--- config.mk ---
export PLATFORM = sky130hd
export DESIGN_NAME = rf_write_arbiter_flat
export DESIGN_NICKNAME = d
export VERILOG_FILES = /design/src/rtl/rf_write_arbiter_pkg.sv /design/src/rtl/rf_write_arbiter_if.sv /design/src/rtl/rf_write_arbiter_wb_buffer.sv /design/src/rtl/rf_write_arbiter.sv /design/src/flat_wrapper.sv
export SDC_FILE = /design/constraint.sdc
export NUM_CORES = 1
export LEC_CHECK = 0
export CAP_MARGIN = 20
export CORE_ASPECT_RATIO = 1.75
export CORE_MARGIN = 10
export CORE_UTILIZATION = 50
export CTS_CLUSTER_DIAMETER = 60
export CTS_CLUSTER_SIZE = 8
export DETAILED_ROUTE_END_ITERATION = 10
export PLACE_DENSITY = 0.85
export SLEW_MARGIN = 15
export SYNTH_ARGS = -nofsm -noshare
export SYNTH_HDL_FRONTEND = slang
export SYNTH_SLANG_ARGS = --single-unit
--- constraint.sdc ---
create_clock -name clk -period 3.29 [get_ports clk]
set_input_delay 0.4935 -clock clk [delete_from_list [all_inputs] [get_ports clk]]
set_output_delay 0.4935 -clock clk [all_outputs]
set_load 0.03 [all_outputs]
--- src/rtl/rf_write_arbiter_pkg.sv ---
// Shared constants and source identifiers for the register-file write arbiter.
package rf_write_arbiter_pkg;

  localparam int DATA_W = 16;
  localparam int REG_W  = 4;

  typedef enum logic {
    SRC_A = 1'b0,
    SRC_B = 1'b1
  } src_e;

  function automatic src_e other_src(input src_e s);
    return (s == SRC_A) ? SRC_B : SRC_A;
  endfunction

endpackage

--- src/rtl/rf_write_arbiter_if.sv ---
// Writeback sources (master) to arbiter (slave) bundle, including the register-file write port.
interface rf_write_arbiter_if #(
  parameter int DATA_W = rf_write_arbiter_pkg::DATA_W,
  parameter int REG_W  = rf_write_arbiter_pkg::REG_W
);

  logic              a_valid;
  logic              a_ready;
  logic [REG_W-1:0]  a_reg;
  logic [DATA_W-1:0] a_data;
  logic              b_valid;
  logic              b_ready;
  logic [REG_W-1:0]  b_reg;
  logic [DATA_W-1:0] b_data;
  logic [REG_W-1:0]  DstReg;
  logic [DATA_W-1:0] DstData;
  logic              WriteReg;
  logic              busy;

  modport master (
    output a_valid, a_reg, a_data, b_valid, b_reg, b_data,
    input  a_ready, b_ready, DstReg, DstData, WriteReg, busy
  );

  modport slave (
    input  a_valid, a_reg, a_data, b_valid, b_reg, b_data,
    output a_ready, b_ready, DstReg, DstData, WriteReg, busy
  );

endinterface

--- src/rtl/rf_write_arbiter_wb_buffer.sv ---
// One-entry writeback slot: load has priority over retire so an entry can be replaced
// in the cycle it drains; contents are visible the cycle after load.
module rf_wb_buffer #(
  parameter int DATA_W = 16,
  parameter int REG_W  = 4
) (
  input  logic              clk,
  input  logic              rst,
  input  logic              load,
  input  logic              retire,
  input  logic [REG_W-1:0]  ld_reg,
  input  logic [DATA_W-1:0] ld_data,
  output logic              valid,
  output logic [REG_W-1:0]  q_reg,
  output logic [DATA_W-1:0] q_data
);

  always_ff @(posedge clk or negedge rst) begin
    if (!rst) begin
      valid  <= 1'b0;
      q_reg  <= '0;
      q_data <= '0;
    end else if (load) begin
      valid  <= 1'b1;
      q_reg  <= ld_reg;
      q_data <= ld_data;
    end else if (retire) begin
      valid  <= 1'b0;
    end
  end

endmodule

--- src/rtl/rf_write_arbiter.sv ---
// Two-source round-robin arbiter onto the single register-file write port; a write
// retires the cycle after acceptance at the earliest, and a source is ready when its slot is empty or draining.
module rf_write_arbiter #(
  parameter int DATA_W       = rf_write_arbiter_pkg::DATA_W,
  parameter int REG_W        = rf_write_arbiter_pkg::REG_W,
  parameter int R0_HARDWIRED = 1
) (
  input  logic              clk,
  input  logic              rst,
  rf_write_arbiter_if.slave bus
);

  import rf_write_arbiter_pkg::*;

  localparam bit R0_FILTER = (R0_HARDWIRED != 0);

  logic              buf_a_valid, buf_b_valid;
  logic [REG_W-1:0]  buf_a_reg, buf_b_reg;
  logic [DATA_W-1:0] buf_a_data, buf_b_data;
  logic              grant_a, grant_b;
  logic              a_rdy, b_rdy;
  logic              load_a, load_b;
  logic              keep_a, keep_b;
  src_e              rr_ptr, age, winner;
  logic [REG_W-1:0]  sel_reg;
  logic [DATA_W-1:0] sel_data;

  rf_wb_buffer #(.DATA_W(DATA_W), .REG_W(REG_W)) u_buf_a (
    .clk     (clk),
    .rst     (rst),
    .load    (load_a),
    .retire  (grant_a),
    .ld_reg  (bus.a_reg),
    .ld_data (bus.a_data),
    .valid   (buf_a_valid),
    .q_reg   (buf_a_reg),
    .q_data  (buf_a_data)
  );

  rf_wb_buffer #(.DATA_W(DATA_W), .REG_W(REG_W)) u_buf_b (
    .clk     (clk),
    .rst     (rst),
    .load    (load_b),
    .retire  (grant_b),
    .ld_reg  (bus.b_reg),
    .ld_data (bus.b_data),
    .valid   (buf_b_valid),
    .q_reg   (buf_b_reg),
    .q_data  (buf_b_data)
  );

  // Same destination: the older entry must land first so the newest value survives.
  always_comb begin
    winner = rr_ptr;
    if (buf_a_reg == buf_b_reg) begin
      winner = age;
    end
    grant_a = buf_a_valid & (!buf_b_valid | (winner == SRC_A));
    grant_b = buf_b_valid & (!buf_a_valid | (winner == SRC_B));
  end

  assign a_rdy  = !buf_a_valid | grant_a;
  assign b_rdy  = !buf_b_valid | grant_b;
  assign load_a = bus.a_valid & a_rdy;
  assign load_b = bus.b_valid & b_rdy;
  assign keep_a = buf_a_valid & !grant_a;
  assign keep_b = buf_b_valid & !grant_b;

  always_ff @(posedge clk or negedge rst) begin
    if (!rst) begin
      rr_ptr <= SRC_A;
      age    <= SRC_A;
    end else begin
      if (grant_a) begin
        rr_ptr <= other_src(SRC_A);
      end else if (grant_b) begin
        rr_ptr <= other_src(SRC_B);
      end
      if (load_a && load_b) begin
        age <= SRC_A;
      end else if (load_a && keep_b) begin
        age <= SRC_B;
      end else if (load_b && keep_a) begin
        age <= SRC_A;
      end
    end
  end

  always_comb begin
    sel_reg  = '0;
    sel_data = '0;
    if (grant_a) begin
      sel_reg  = buf_a_reg;
      sel_data = buf_a_data;
    end else if (grant_b) begin
      sel_reg  = buf_b_reg;
      sel_data = buf_b_data;
    end
  end

  // A write to R0 still drains its slot and shows on the bus, only the enable is masked.
  assign bus.WriteReg = (grant_a | grant_b) & !(R0_FILTER && (sel_reg == '0));
  assign bus.DstReg   = sel_reg;
  assign bus.DstData  = sel_data;
  assign bus.a_ready  = a_rdy;
  assign bus.b_ready  = b_rdy;
  assign bus.busy     = buf_a_valid | buf_b_valid;

endmodule

--- src/flat_wrapper.sv ---
// flat-port wrapper written by rule: the top's interface ports become plain ports
module rf_write_arbiter_flat import rf_write_arbiter_pkg::*;
#(
  parameter int DATA_W       = rf_write_arbiter_pkg::DATA_W,
  parameter int REG_W        = rf_write_arbiter_pkg::REG_W,
  parameter int R0_HARDWIRED = 1
)
  (clk, rst, bus_a_valid, bus_a_reg, bus_a_data, bus_b_valid, bus_b_reg, bus_b_data, bus_a_ready, bus_b_ready, bus_DstReg, bus_DstData, bus_WriteReg, bus_busy);
  rf_write_arbiter_if #(.DATA_W(DATA_W), .REG_W(REG_W)) bus_i ();
  input  logic clk;
  input  logic rst;
  input wire logic [$bits(bus_i.a_valid)-1:0] bus_a_valid;
  input wire logic [$bits(bus_i.a_reg)-1:0] bus_a_reg;
  input wire logic [$bits(bus_i.a_data)-1:0] bus_a_data;
  input wire logic [$bits(bus_i.b_valid)-1:0] bus_b_valid;
  input wire logic [$bits(bus_i.b_reg)-1:0] bus_b_reg;
  input wire logic [$bits(bus_i.b_data)-1:0] bus_b_data;
  output wire logic [$bits(bus_i.a_ready)-1:0] bus_a_ready;
  output wire logic [$bits(bus_i.b_ready)-1:0] bus_b_ready;
  output wire logic [$bits(bus_i.DstReg)-1:0] bus_DstReg;
  output wire logic [$bits(bus_i.DstData)-1:0] bus_DstData;
  output wire logic [$bits(bus_i.WriteReg)-1:0] bus_WriteReg;
  output wire logic [$bits(bus_i.busy)-1:0] bus_busy;
  assign bus_i.a_valid = bus_a_valid;
  assign bus_i.a_reg = bus_a_reg;
  assign bus_i.a_data = bus_a_data;
  assign bus_i.b_valid = bus_b_valid;
  assign bus_i.b_reg = bus_b_reg;
  assign bus_i.b_data = bus_b_data;
  assign bus_a_ready = bus_i.a_ready;
  assign bus_b_ready = bus_i.b_ready;
  assign bus_DstReg = bus_i.DstReg;
  assign bus_DstData = bus_i.DstData;
  assign bus_WriteReg = bus_i.WriteReg;
  assign bus_busy = bus_i.busy;
  rf_write_arbiter #(.DATA_W(DATA_W), .REG_W(REG_W), .R0_HARDWIRED(R0_HARDWIRED)) u_core (.clk(clk), .rst(rst), .bus(bus_i));
endmodule
Word level (Yosys, flattened, before mapping)
Cells that the tools add are included.
- bitwise logic cells: 14
- shift operators: 0
- $mul: 0
- reductions and logical operators: 13
- $lt $le $gt $ge: 0
- add/sub/neg operators: 0
- equality and inequality tests: 1
- muxes and demuxes: 13
- divide/modulo/power cells: 0
- operators with widths (operator ; number):
    2-to-1 mux 16 bit ; 2
    2-to-1 mux 1 bit ; 9
    2-to-1 mux 4 bit ; 2
    AND 1 bit ; 7
    bitwise OR 1 bit ; 6
    nonzero test 2 bit ; 3
    zero test 1 bit ; 5
    equality test 4 bit ; 1
    zero test 4 bit ; 1
    logical AND 1 bit ; 3
    nonzero test 3 bit ; 1
    NOT 1 bit ; 1
- memory bits (writable): 0
- output and inout port bits: 24
- memories kept: 0
- word-level logic and storage cells: 49
- register bits after elaboration: 44
- memory bits (read-only): 0
- latch bits: 0
- input port bits: 44

Longest topological paths before layout
- depth in word-level cells: 11
- mapped depth: 6
- gate-level depth less buffers: 4

Cells and area by module
Synthesis repeated with hierarchy kept, for this count alone.
- cells, all modules: 151
- area, all modules: 2233.4 um^2
- modules (own cells, without submodules) (module ; cells an instance ; area an instance (um^2) ; sequential area each (um^2) ; times used):
    rf_wb_buffer ; 45 ; 855.8 ; 525.5 ; 2
    rf_write_arbiter ; 61 ; 521.8 ; 50.0 ; 1

Least setup slack after synthesis
No wires, ideal clock.
- path type: register to output
- from: register u_core.u_buf_b.q_reg[0]
- to: output port bus_DstData[10]
- setup slack: 1087 ps
- stages on the path, launching flop included: 6
- arrival: 1709 ps
- path buffers: 1
- data required time: 2796 ps
- path through: dfrtp_1 > xnor2_1 > a41oi_1 > a311oi_4 > buf_6 > a32o_1
- word-level cells in the longest chain between the ends: 6
- elaborated cells between the ends (all ways): 9
- classes of those cells: 1 x eq/ne; 3 x mux; 5 x bitwise
- ends and longest elaborated chain (element ; line ; RTL):
    start, declared ; rf_write_arbiter_wb_buffer.sv:14 ; output logic [REG_W-1:0] q_reg,
    start signal, assigned ; rf_write_arbiter_wb_buffer.sv:25 ; q_reg <= ld_reg;
    equality test 4 bit (*) ; rf_write_arbiter.sv:55 ; if (buf_a_reg == buf_b_reg) begin
    2-to-1 mux 1 bit (*) ; rf_write_arbiter.sv:55 ;
    bitwise OR 1 bit or NOT 1 bit (tied branches) ; rf_write_arbiter.sv:59, rf_write_arbiter.sv:58 ;
    AND 1 bit or bitwise OR 1 bit (tied branches) ; rf_write_arbiter.sv:59, rf_write_arbiter.sv:58 ;
    2-to-1 mux 16 bit or AND 1 bit (tied branches) ; rf_write_arbiter.sv:95, rf_write_arbiter.sv:58 ;
    2-to-1 mux 16 bit (*) ; rf_write_arbiter.sv:92 ; if (grant_a) begin
    end, declared ; flat_wrapper.sv:21 ; output wire logic [$bits(bus_i.DstData)-1:0] bus_DstData;
Mark *: on every way between the ends. The rest lies on a longest branch, timed or not.

Worst setup path after layout
- from: register u_core.u_buf_a.q_reg[2]
- to: output port bus_DstData[0]
- word-level cells in the longest chain between the ends: 6
- elaborated cells between the ends (all ways): 9
- classes of those cells: 1 x eq/ne; 3 x mux; 5 x bitwise
- ends and longest elaborated chain (element ; line):
    start, declared ; rf_write_arbiter_wb_buffer.sv:14
    start signal, assigned ; rf_write_arbiter_wb_buffer.sv:25
    equality test 4 bit (*) ; rf_write_arbiter.sv:55
    2-to-1 mux 1 bit (*) ; rf_write_arbiter.sv:55
    bitwise OR 1 bit or NOT 1 bit (tied branches) ; rf_write_arbiter.sv:59, rf_write_arbiter.sv:58
    AND 1 bit or bitwise OR 1 bit (tied branches) ; rf_write_arbiter.sv:59, rf_write_arbiter.sv:58
    2-to-1 mux 16 bit or AND 1 bit (tied branches) ; rf_write_arbiter.sv:95, rf_write_arbiter.sv:58
    2-to-1 mux 16 bit (*) ; rf_write_arbiter.sv:92
Marked as above.

==> metrics.cfg <==
[clock_tree]
h-tree-depth=2
post_cts_buffers=0
path_clk_slew_ns=0.09
cts_buffers=5
clkLatencyLatePin_ns=0.30
clock_tree.buffer_depth=2
tritoncts=yes
clock_sinks=44
root_buffer=clkbuf_8

[power_and_ir_drop]
switchingPower_mw=1.26
p_sw_frac=0.421
leakagePower_nw=1.42
p_per_area_nw_per_um2=952
total_power_mw=3.00
p_clk_frac=0.146
intPower_mw=1.74
power_frac_comb=0.544
ir_worst_vdd_uv=665
seqPwrFrac=0.309

[sta]
final-hold-violation-count=0
post-route-min-period_ns=3.20
slew_headroom=0.372
fin_crit_sh=0.972
worst_pin_slew_ns=0.942
max_freq_mhz=313
setup_violations=0
drv_slew=0
skew_ns=0.00767

[place]
gp_congestion=0.810
dp_cells=271
portBuffers=67
dpl.hpwl_um=4400

[drt]
drc_errors=0
drt_wl_total_um=6180
antenna_left=0
routedWlPerCell_um=22.1
drt_iter0_markers=83
dr.pass1.iters=4
via_per_inst=5.99
vias=1670

[grt]
busiest_layer=met2
grt_usage=0.160
met3_usage=0.0670
grt_overflow=0
grt_pass1_vias=1959
grt_max_degree=45
antenna_found_initial=0
grt_use_met2=0.291
grt_use_met1=0.149
grt_pass1_wl_um=9850

[floorplan]
die_area_um2=7630
io_pins=68
core_um2=4360
num_rows=32
die-height_um=108
start_util=0.510
die_w_um=70.4

[finish]
layout.filler_cells=303
final_nets=271
syn_to_final_growth_pct=41.5
post_route_cells_drive_above_1_share=0.320
reg_top3=u_core.u_buf_a.q_data: 16 flops, u_core.u_buf_b.q_data: 16 flops
diodes=0
final_core_utilization=0.722
fin_cells=279

[yosys]
syn-cell-area_um2=2230
synth.top_cells.by_area=dfrtp_1 49%, mux2_2 13%, mux2_4 10%
yosys.cell_count.top_type=dfrtp_1
synth_common_cells=44 x dfrtp_1, 25 x mux2_2, 21 x a32o_1
synth.avg_cell_area_um2=14.3
synth_top_area_cell=dfrtp_1
syn_inst=156
yosysSeqAreaShare=0.495
ys_ff_latch=44
synth_cell_types=28
synth_edf_count=0
yosysWarnings=0
synth_top_area_frac=0.495
syn_nets=200
synth_ff_type=dfrtp_1
async_flop_share=1.00

[worst_setup_path]
cp.arrival_ns=2.71
cp.required_ns=2.80
endpoint_kind=primary output
critPathLaunch=u_core.u_buf_a.q_reg[2]
worstPathMaxFanout=21
cp-start-kind=flip-flop
rr_startpoint=u_core.u_buf_b.q_reg[1]
path_class=reg2out

[status]
status=completed

[worst_hold_path]
worstHoldPathType=in2async

[run]
drv_cap=0

## per-stage QoR
stage	TNS, ns	setup slack (ns)	hold WS, ns	cell area (um2)
floorplan	0	1.09	0.198	2230
global placement	0	0.377	0.488	2950
detailed placement	0	0.318	0.497	2950
CTS	0	0.000863	0.369	3080
global route	-0.0426	-0.0160	0.388	3150
finish	0	0.0909	0.338	3150
## logic make-up (layout without fill, tap and decap cells)
| family | Yosys count | in the layout | share of synthesized area |
|---|---|---|---|
| compound gates | 34 | 34 | 0.161 |
| xor+xnor | 8 | 8 | 0.0315 |
| buf+inv | 15 | 87 | 0.0416 |
| flops | 44 | 44 | 0.495 |
| mux | 40 | 40 | 0.228 |
| simple gates | 15 | 15 | 0.0433 |
## layout make-up
cell class                      count  area, um2  share of cell area
Clock buffer                        6       82.6              0.0262
Clock inverter                      2       38.8              0.0123
Inverter                            4       15.0             0.00477
Multi-Input combinational cell     97       1100               0.350
Sequential cell                    44       1100               0.349
Tap cell                           51       63.8              0.0203
Timing Repair Buffer               75        747               0.237
## final timing paths
path	cells after the start	slack (ns)	endpoint
worst max-delay path	6	0.09	bus_DstData[0]
max in group asynchronous	1	2.37	u_core.u_buf_b.q_data[4]
min in group clk	1	0.52	u_core.u_buf_a.q_data[11]
worst max register to register	5	1.17	u_core.u_buf_b.q_data[3]
worst min-delay path	1	0.34	u_core.u_buf_a.q_data[3]
worst min register to register	1	0.52	u_core.u_buf_a.q_data[11]
## layout by cell type (no fill, tap or decap), types with 2 or more instances in the layout
cell / instances
xor2_2: 4
o21a_1: 2
nand2_1: 6
a32o_1: 21
buf_4: 6
buf_6: 2
clkdlybuf4s50_1: 50
dfrtp_1: 44
xnor2_2: 4
clkbuf_8: 6
mux2_4: 15
o211ai_1: 3
o41ai_2: 2
dlymetal6s2s_1: 9
dlygate4sd2_1: 7
nand2b_1: 2
inv_1: 4
mux2_2: 25
## critical path: stages, from the launching register on
cell and delay (ns):
dfrtp_1 0.48, xnor2_2 0.30, nand4_2 0.24, o211ai_1 0.28
buf_6 0.24, a32o_1 0.20, clkdlybuf4s50_1 0.67
## power by group through the flow
stage	Sequential, mW	Clock (mW)	Combinational (mW)
finish	0.927	0.439	1.63
global placement	0.892	0	1.61
floorplan	0.844	0	1.12
CTS	0.901	0.448	1.63
global route	0.950	0.466	1.73
detailed placement	0.901	0	1.64
## layer usage
layer,part of all wire,wire length [um]
met1,0.35,2170
met2,0.54,3340
met3,0.073,452
met4,0.036,224
met5,0,0
## what timing repair did
item | in CTS | in global routing
hold buffers | 0 | 0
endpoints found under the setup margin | 12 | 14
resized for setup | 9 | 17
Note: power is estimated with default switching activity, not from simulation.
